$ cat config.mk
export PLATFORM = sky130hd
export DESIGN_NAME = m_credit_tracker
export DESIGN_NICKNAME = d
export VERILOG_FILES = /design/src/rtl/m_credit_tracker.sv
export SDC_FILE = /design/constraint.sdc
export NUM_CORES = 1
export LEC_CHECK = 0
export CAP_MARGIN = 15
export CORE_AREA = 2 2 67 85
export DETAILED_ROUTE_END_ITERATION = 10
export DIE_AREA = 0 0 69 87
export PLACE_DENSITY = 0.66
export SLEW_MARGIN = 15
export SYNTH_ARGS = -nofsm -noshare
export SYNTH_HDL_FRONTEND = slang
export SYNTH_SLANG_ARGS = --single-unit
export TNS_END_PERCENT = 5
$ cat constraint.sdc
create_clock -name CLK -period 3.2 [get_ports CLK]
set_clock_uncertainty 0.15 [all_clocks]
set_input_delay 0.64 -clock CLK [delete_from_list [all_inputs] [get_ports CLK]]
set_output_delay 0.64 -clock CLK [all_outputs]
set_load 0.02 [all_outputs]
$ cat src/rtl/m_credit_tracker.sv
// ---------------------------------------------------------------------------
// m_credit_tracker
//
// Output-side credit bookkeeping for the 7 output channels of one router.
// Each channel counter holds the number of free slots in the downstream
// input buffer: it drops by one for every flit forwarded and rises by one
// for every credit the neighbour returns. The counts feed the adaptive
// diagonal choice in m_RoutingCalculation.
//
// After reset the tracker sits in LOAD for one edge, fills every counter
// with P_DEPTH, then runs. flush sends it back through the same sequence.
//
// Optional feature macro: CREDIT_ERRCHK_EN
//   defined   : sticky per-channel underflow/overflow error flags
//   undefined : err_underflow / err_overflow tied to 0, no flag registers
//
// Parameters:
//   P_DEPTH     downstream buffer depth, load value of every counter
//   P_LOCAL_ID  router id, informational only
//
// Ports:
//   CLK            in   system clock, rising edge
//   RST            in   asynchronous reset, active-low
//   flush          in   synchronous re-initialisation request
//   flit_sent      in   [CHANNELS] one flit forwarded on channel i
//   credit_in      in   [CHANNELS] one credit returned on channel i
//   credits_0..6   out  [BUFFERSIZE_WIDTH] free-slot count per channel
//   avail          out  [CHANNELS] credits_i != 0
//   ready          out  tracker running, counts valid
//   err_underflow  out  [CHANNELS] sticky: send seen at 0 credits
//   err_overflow   out  [CHANNELS] sticky: credit seen at P_DEPTH credits
// ---------------------------------------------------------------------------
`ifndef CHANNELS
`define CHANNELS 7
`endif
`ifndef BUFFERSIZE_WIDTH
`define BUFFERSIZE_WIDTH 3
`endif

module m_credit_tracker #(
    parameter int P_DEPTH    = 4,
    parameter int P_LOCAL_ID = 0
) (
    input  logic                         CLK,
    input  logic                         RST,
    input  logic                         flush,
    input  logic [`CHANNELS-1:0]         flit_sent,
    input  logic [`CHANNELS-1:0]         credit_in,
    output logic [`BUFFERSIZE_WIDTH-1:0] credits_0,
    output logic [`BUFFERSIZE_WIDTH-1:0] credits_1,
    output logic [`BUFFERSIZE_WIDTH-1:0] credits_2,
    output logic [`BUFFERSIZE_WIDTH-1:0] credits_3,
    output logic [`BUFFERSIZE_WIDTH-1:0] credits_4,
    output logic [`BUFFERSIZE_WIDTH-1:0] credits_5,
    output logic [`BUFFERSIZE_WIDTH-1:0] credits_6,
    output logic [`CHANNELS-1:0]         avail,
    output logic                         ready,
    output logic [`CHANNELS-1:0]         err_underflow,
    output logic [`CHANNELS-1:0]         err_overflow
);

    localparam int LP_CH = `CHANNELS;
    localparam int LP_W  = `BUFFERSIZE_WIDTH;
    localparam logic [LP_W-1:0] LP_DEPTH = LP_W'(P_DEPTH);

    // Elaboration-time sanity: the counter must be able to hold P_DEPTH and
    // the output list is hard-wired for seven channels.
    if (P_DEPTH < 1 || P_DEPTH > (2**LP_W) - 1 || LP_CH != 7 || P_LOCAL_ID < 0)
    begin : g_bad_param
        $error("m_credit_tracker: illegal parameterisation");
    end

    typedef enum logic {
        S_LOAD = 1'b0,
        S_RUN  = 1'b1
    } t_state;

    t_state          r_state;
    logic            r_ready;
    logic [LP_W-1:0] r_count [LP_CH];

    // Saturating up/down step: simultaneous send and return cancel out,
    // and the count is pinned at 0 and P_DEPTH instead of wrapping.
    function automatic logic [LP_W-1:0] f_next_count(
        input logic [LP_W-1:0] cnt,
        input logic            sent,
        input logic            ret
    );
        logic [LP_W-1:0] nxt;
        nxt = cnt;
        if (sent && !ret && cnt != '0)
            nxt = cnt - LP_W'(1);
        else if (!sent && ret && cnt < LP_DEPTH)
            nxt = cnt + LP_W'(1);
        return nxt;
    endfunction

    always_ff @(posedge CLK or negedge RST) begin
        if (!RST) begin
            r_state <= S_LOAD;
            r_ready <= 1'b0;
            for (int i = 0; i < LP_CH; i++)
                r_count[i] <= '0;
        end else begin
            case (r_state)
                S_LOAD: begin
                    // flush and channel events are ignored while loading
                    r_state <= S_RUN;
                    r_ready <= 1'b1;
                    for (int i = 0; i < LP_CH; i++)
                        r_count[i] <= LP_DEPTH;
                end
                S_RUN: begin
                    if (flush) begin
                        r_state <= S_LOAD;
                        r_ready <= 1'b0;
                        for (int i = 0; i < LP_CH; i++)
                            r_count[i] <= '0;
                    end else begin
                        for (int i = 0; i < LP_CH; i++)
                            r_count[i] <= f_next_count(r_count[i], flit_sent[i], credit_in[i]);
                    end
                end
                default: begin
                    r_state <= S_LOAD;
                    r_ready <= 1'b0;
                end
            endcase
        end
    end

    assign credits_0 = r_count[0];
    assign credits_1 = r_count[1];
    assign credits_2 = r_count[2];
    assign credits_3 = r_count[3];
    assign credits_4 = r_count[4];
    assign credits_5 = r_count[5];
    assign credits_6 = r_count[6];
    assign ready     = r_ready;

    always_comb begin
        avail = '0;
        for (int i = 0; i < LP_CH; i++)
            avail[i] = (r_count[i] != '0);
    end

`ifdef CREDIT_ERRCHK_EN
    logic [LP_CH-1:0] r_err_under;
    logic [LP_CH-1:0] r_err_over;
    logic [LP_CH-1:0] w_under_evt;
    logic [LP_CH-1:0] w_over_evt;

    // Error events only exist where the counter would have left its range;
    // a cancelling send+return pair is never an error.
    always_comb begin
        w_under_evt = '0;
        w_over_evt  = '0;
        for (int i = 0; i < LP_CH; i++) begin
            w_under_evt[i] = flit_sent[i] & ~credit_in[i] & (r_count[i] == '0);
            w_over_evt[i]  = ~flit_sent[i] & credit_in[i] & (r_count[i] == LP_DEPTH);
        end
    end

    always_ff @(posedge CLK or negedge RST) begin
        if (!RST) begin
            r_err_under <= '0;
            r_err_over  <= '0;
        end else if (r_state == S_RUN) begin
            if (flush) begin
                r_err_under <= '0;
                r_err_over  <= '0;
            end else begin
                r_err_under <= r_err_under | w_under_evt;
                r_err_over  <= r_err_over  | w_over_evt;
            end
        end
    end

    assign err_underflow = r_err_under;
    assign err_overflow  = r_err_over;
`else
    assign err_underflow = '0;
    assign err_overflow  = '0;
`endif

endmodule

==> results.md <==
* Category of the most critical setup path: flop to output pin
* Via/cell ratio at 4.98
* Most common library cells after synthesis: dfrtp_1, nor2_1, buf_4
* Final worst path period share at between 70% and 80%
* Clock latency at the later pin of the worst-skew pair at approximately 0.27 ns
* Sum of overflow across all layers after global routing at 0
* Area delta synth->final at 29.1%
* Instance count of the mapped netlist at 195
* 1st-pass router iterations at 4
* Unique cell type count in the Yosys netlist at 48
* Hold Path Class: flop to flop
* Static leakage at between 0.0009 and 0.001 uW
* Sequential cell area fraction in the yosys report at about a third
* Worst-path maximum fanout at 7
* DRC Markers at 0
* Summed instance area of the synthesized netlist at 0.00175 mm^2
* Setup Buffers After CTS at 0
* Total Negative Setup Slacks at 0 ns
* Die outline area at approximately 0.006 mm^2
* Number of standard cells in the layout, taps in and fillers out at between 300 and 400
* Run status: finished, final reports clean
* CTS resizes at 0
* Count of final max-slew check failures at 0
* Maximum clock path buffer count at 2
* Count of max-cap constraint violations at 0
* Die W at 69 um
* Top cell type by total area after synthesis: dfrtp_1
* Initial standard-cell utilization of the core at between 30% and 40%
* Total I/O pin count at 60
* Leading cell type by number of instances after synthesis: dfrtp_1
* Top achievable clock speed at about 0.4 GHz
* Clock-pin slew on the worst setup and hold paths at about 0.09 ns
* Flip-flop and latch count after synthesis at 23
* Synth area leaders: dfrtp_1, fa_1, buf_4
* Time the final worst path needs with I/O delays and setup at ~2.5 ns
* Cell at the root of the clock tree: clkbuf_8
* Number of setup violations in the final report at 0
* Core ar. at ~0.0053 mm^2
* Vias in the first global route at between 1k and 1.5k
* Layout cell share with drive strength beyond 1 at a little over 6%
* Count of flip-flops with a built-in enable after synthesis at 0
* Hold buffers post-CTS at 0
* Async S/R FF share, synth at 100%
* Setup repair after global routing missed its margin: no
* Diode insertion count for antenna repair at 0
* Post-placement worst setup slack at 0.458 ns
* Wirelength per Cell at around 12 um
* Pin count of the biggest net entering global routing at 24
* Yosys synthesis warning count at 0
* Final Hold Viols at 0
* First-iteration detailed-routing DRC count at 57
* Input/output buffers at 45
* Row count at 30
* Clock tree from TritonCTS: done
* Kind of launch point of the worst setup path: flop
* Global-route wire length before repair at approximately 6300 um
* Post-Synthesis Mean Instance Area at about 9 um^2
* PnR worst setup slack at 0.670 ns
* Number of vias in the routed layout at approximately 1.5k
* Half-perimeter wire length after detailed placement at around 2900 um
* Instance count after placement with tap cells included at roughly 300
* Routed wire length at about 3700 um
* Share of the synthesized area in the top cell type at between 30% and 40%
* CTS H-tree lvls at 1
* Final #Nets at ~270
* Antenna violations before repair at 0
* Data arrival time at the worst-slack endpoint at about 1.7 ns
* Placer's final routability congestion estimate at between 0.7 and 0.8
* Most instantiated flip-flop cell in the synthesis netlist: dfrtp_1
* Peak ir drop on the vdd network at between 100 and 150 uV
* Final ANT Viol Nets at 0
* All-layer global routing usage at between 10% and 20%
* Area after DPL at 0.00221 mm^2
* Data required, critical path at roughly 2.4 ns
* Number of sinks handled by clock tree synthesis at 23
* Die outline height at around 87 um
* CTS Buf Count at 3
* Endpoint kind of the worst setup timing path: output pin
* P per Cell Area at 416 mW/mm^2
* Final core utilization at between 40% and 50%
* Post-route cell area at 0.00226 mm^2
path summary, 6_finish.rpt:
check                                to          from  cells past startpoint  slack (ns)
min                               ready         ready                      1        0.36
min in group asynchronous  credits_0[0]           RST                      2        0.58
max                            avail[5]  credits_5[2]                      2        0.67
min reg2reg                       ready         ready                      1        0.36
max reg2reg                credits_2[1]  credits_2[2]                      7        0.94
max in group asynchronous  credits_1[1]           RST                      2        2.06
per-layer routing:
metal / part of all wire, % / global-route usage, % / wire (um)
met5: 0 / 0 / 0
met3: 3.7 / 2.08 / 140
met2: 49 / 23.3 / 1820
met4: 1.2 / 4.28 / 46
met1: 46 / 15.5 / 1730
report_power, final:
part | internal, uW | switching, uW
registers | 320 | 50.8
logic | 183 | 198
clock network | 88.2 | 101
total | 591 | 350
flip-flops by register name, summed over array words and instances, names as in the netlist:
signal     cells
credits_0      3
credits_1      3
credits_2      3
credits_3      3
credits_4      3
credits_5      3
credits_6      3
r_state        1
ready          1
final cells by class:
class | count | area [um^2]
timing repair buffer | 47 | 465
sequential | 23 | 576
clock buffer | 3 | 41.3
inverter | 11 | 41.3
multi-input combinational | 157 | 1050
tap | 64 | 80.1
fill | 550 | 2990
clock inverter | 1 | 7.51
metrics by stage:
stage / total power [uW] / hold WS (ns)
6_report: 940 / 0.358
3_3_place_gp: 756 / 0.343
2_1_floorplan: 614 / 0.194
3_5_place_dp: 761 / 0.333
5_1_grt: 1000 / 0.393
4_1_cts: 953 / 0.365
critical path: stages (launching register included):
cell and delay (ns):
dfrtp_1 0.46, or3_1 0.45, clkdlybuf4s50_1 0.56
kinds of logic (layout without fill, tap and decap cells):
| family | count (synthesis) | after routing | synth area share, % |
|---|---|---|---|
| AND/OR/NAND/NOR | 74 | 74 | 24.1 |
| flip-flops | 23 | 23 | 32.8 |
| multiplexers | 2 | 2 | 1.14 |
| buffers and inverters | 28 | 62 | 9.99 |
| other | 1 | 14 | 0.214 |
| XOR/XNOR | 7 | 7 | 3.50 |
| AO/OA/AOI/OAI | 53 | 53 | 20.2 |
| adder cells (fa/ha/maj) | 7 | 7 | 7.99 |
layout by cell type (no fill, tap or decap), types with 4 or more instances in the layout:
cell / n
a21oi_1: 10
clkdlybuf4s50_1: 45
conb_1: 14
dfrtp_1: 23
fa_1: 7
inv_1: 11
nand2_1: 4
nor2_1: 18
nor2b_1: 12
nor3_1: 11
nor3b_1: 4
nor4_1: 4
o21ai_0: 9
o21ai_1: 11
xor2_1: 4
Note: power is estimated with default switching activity, not from simulation.
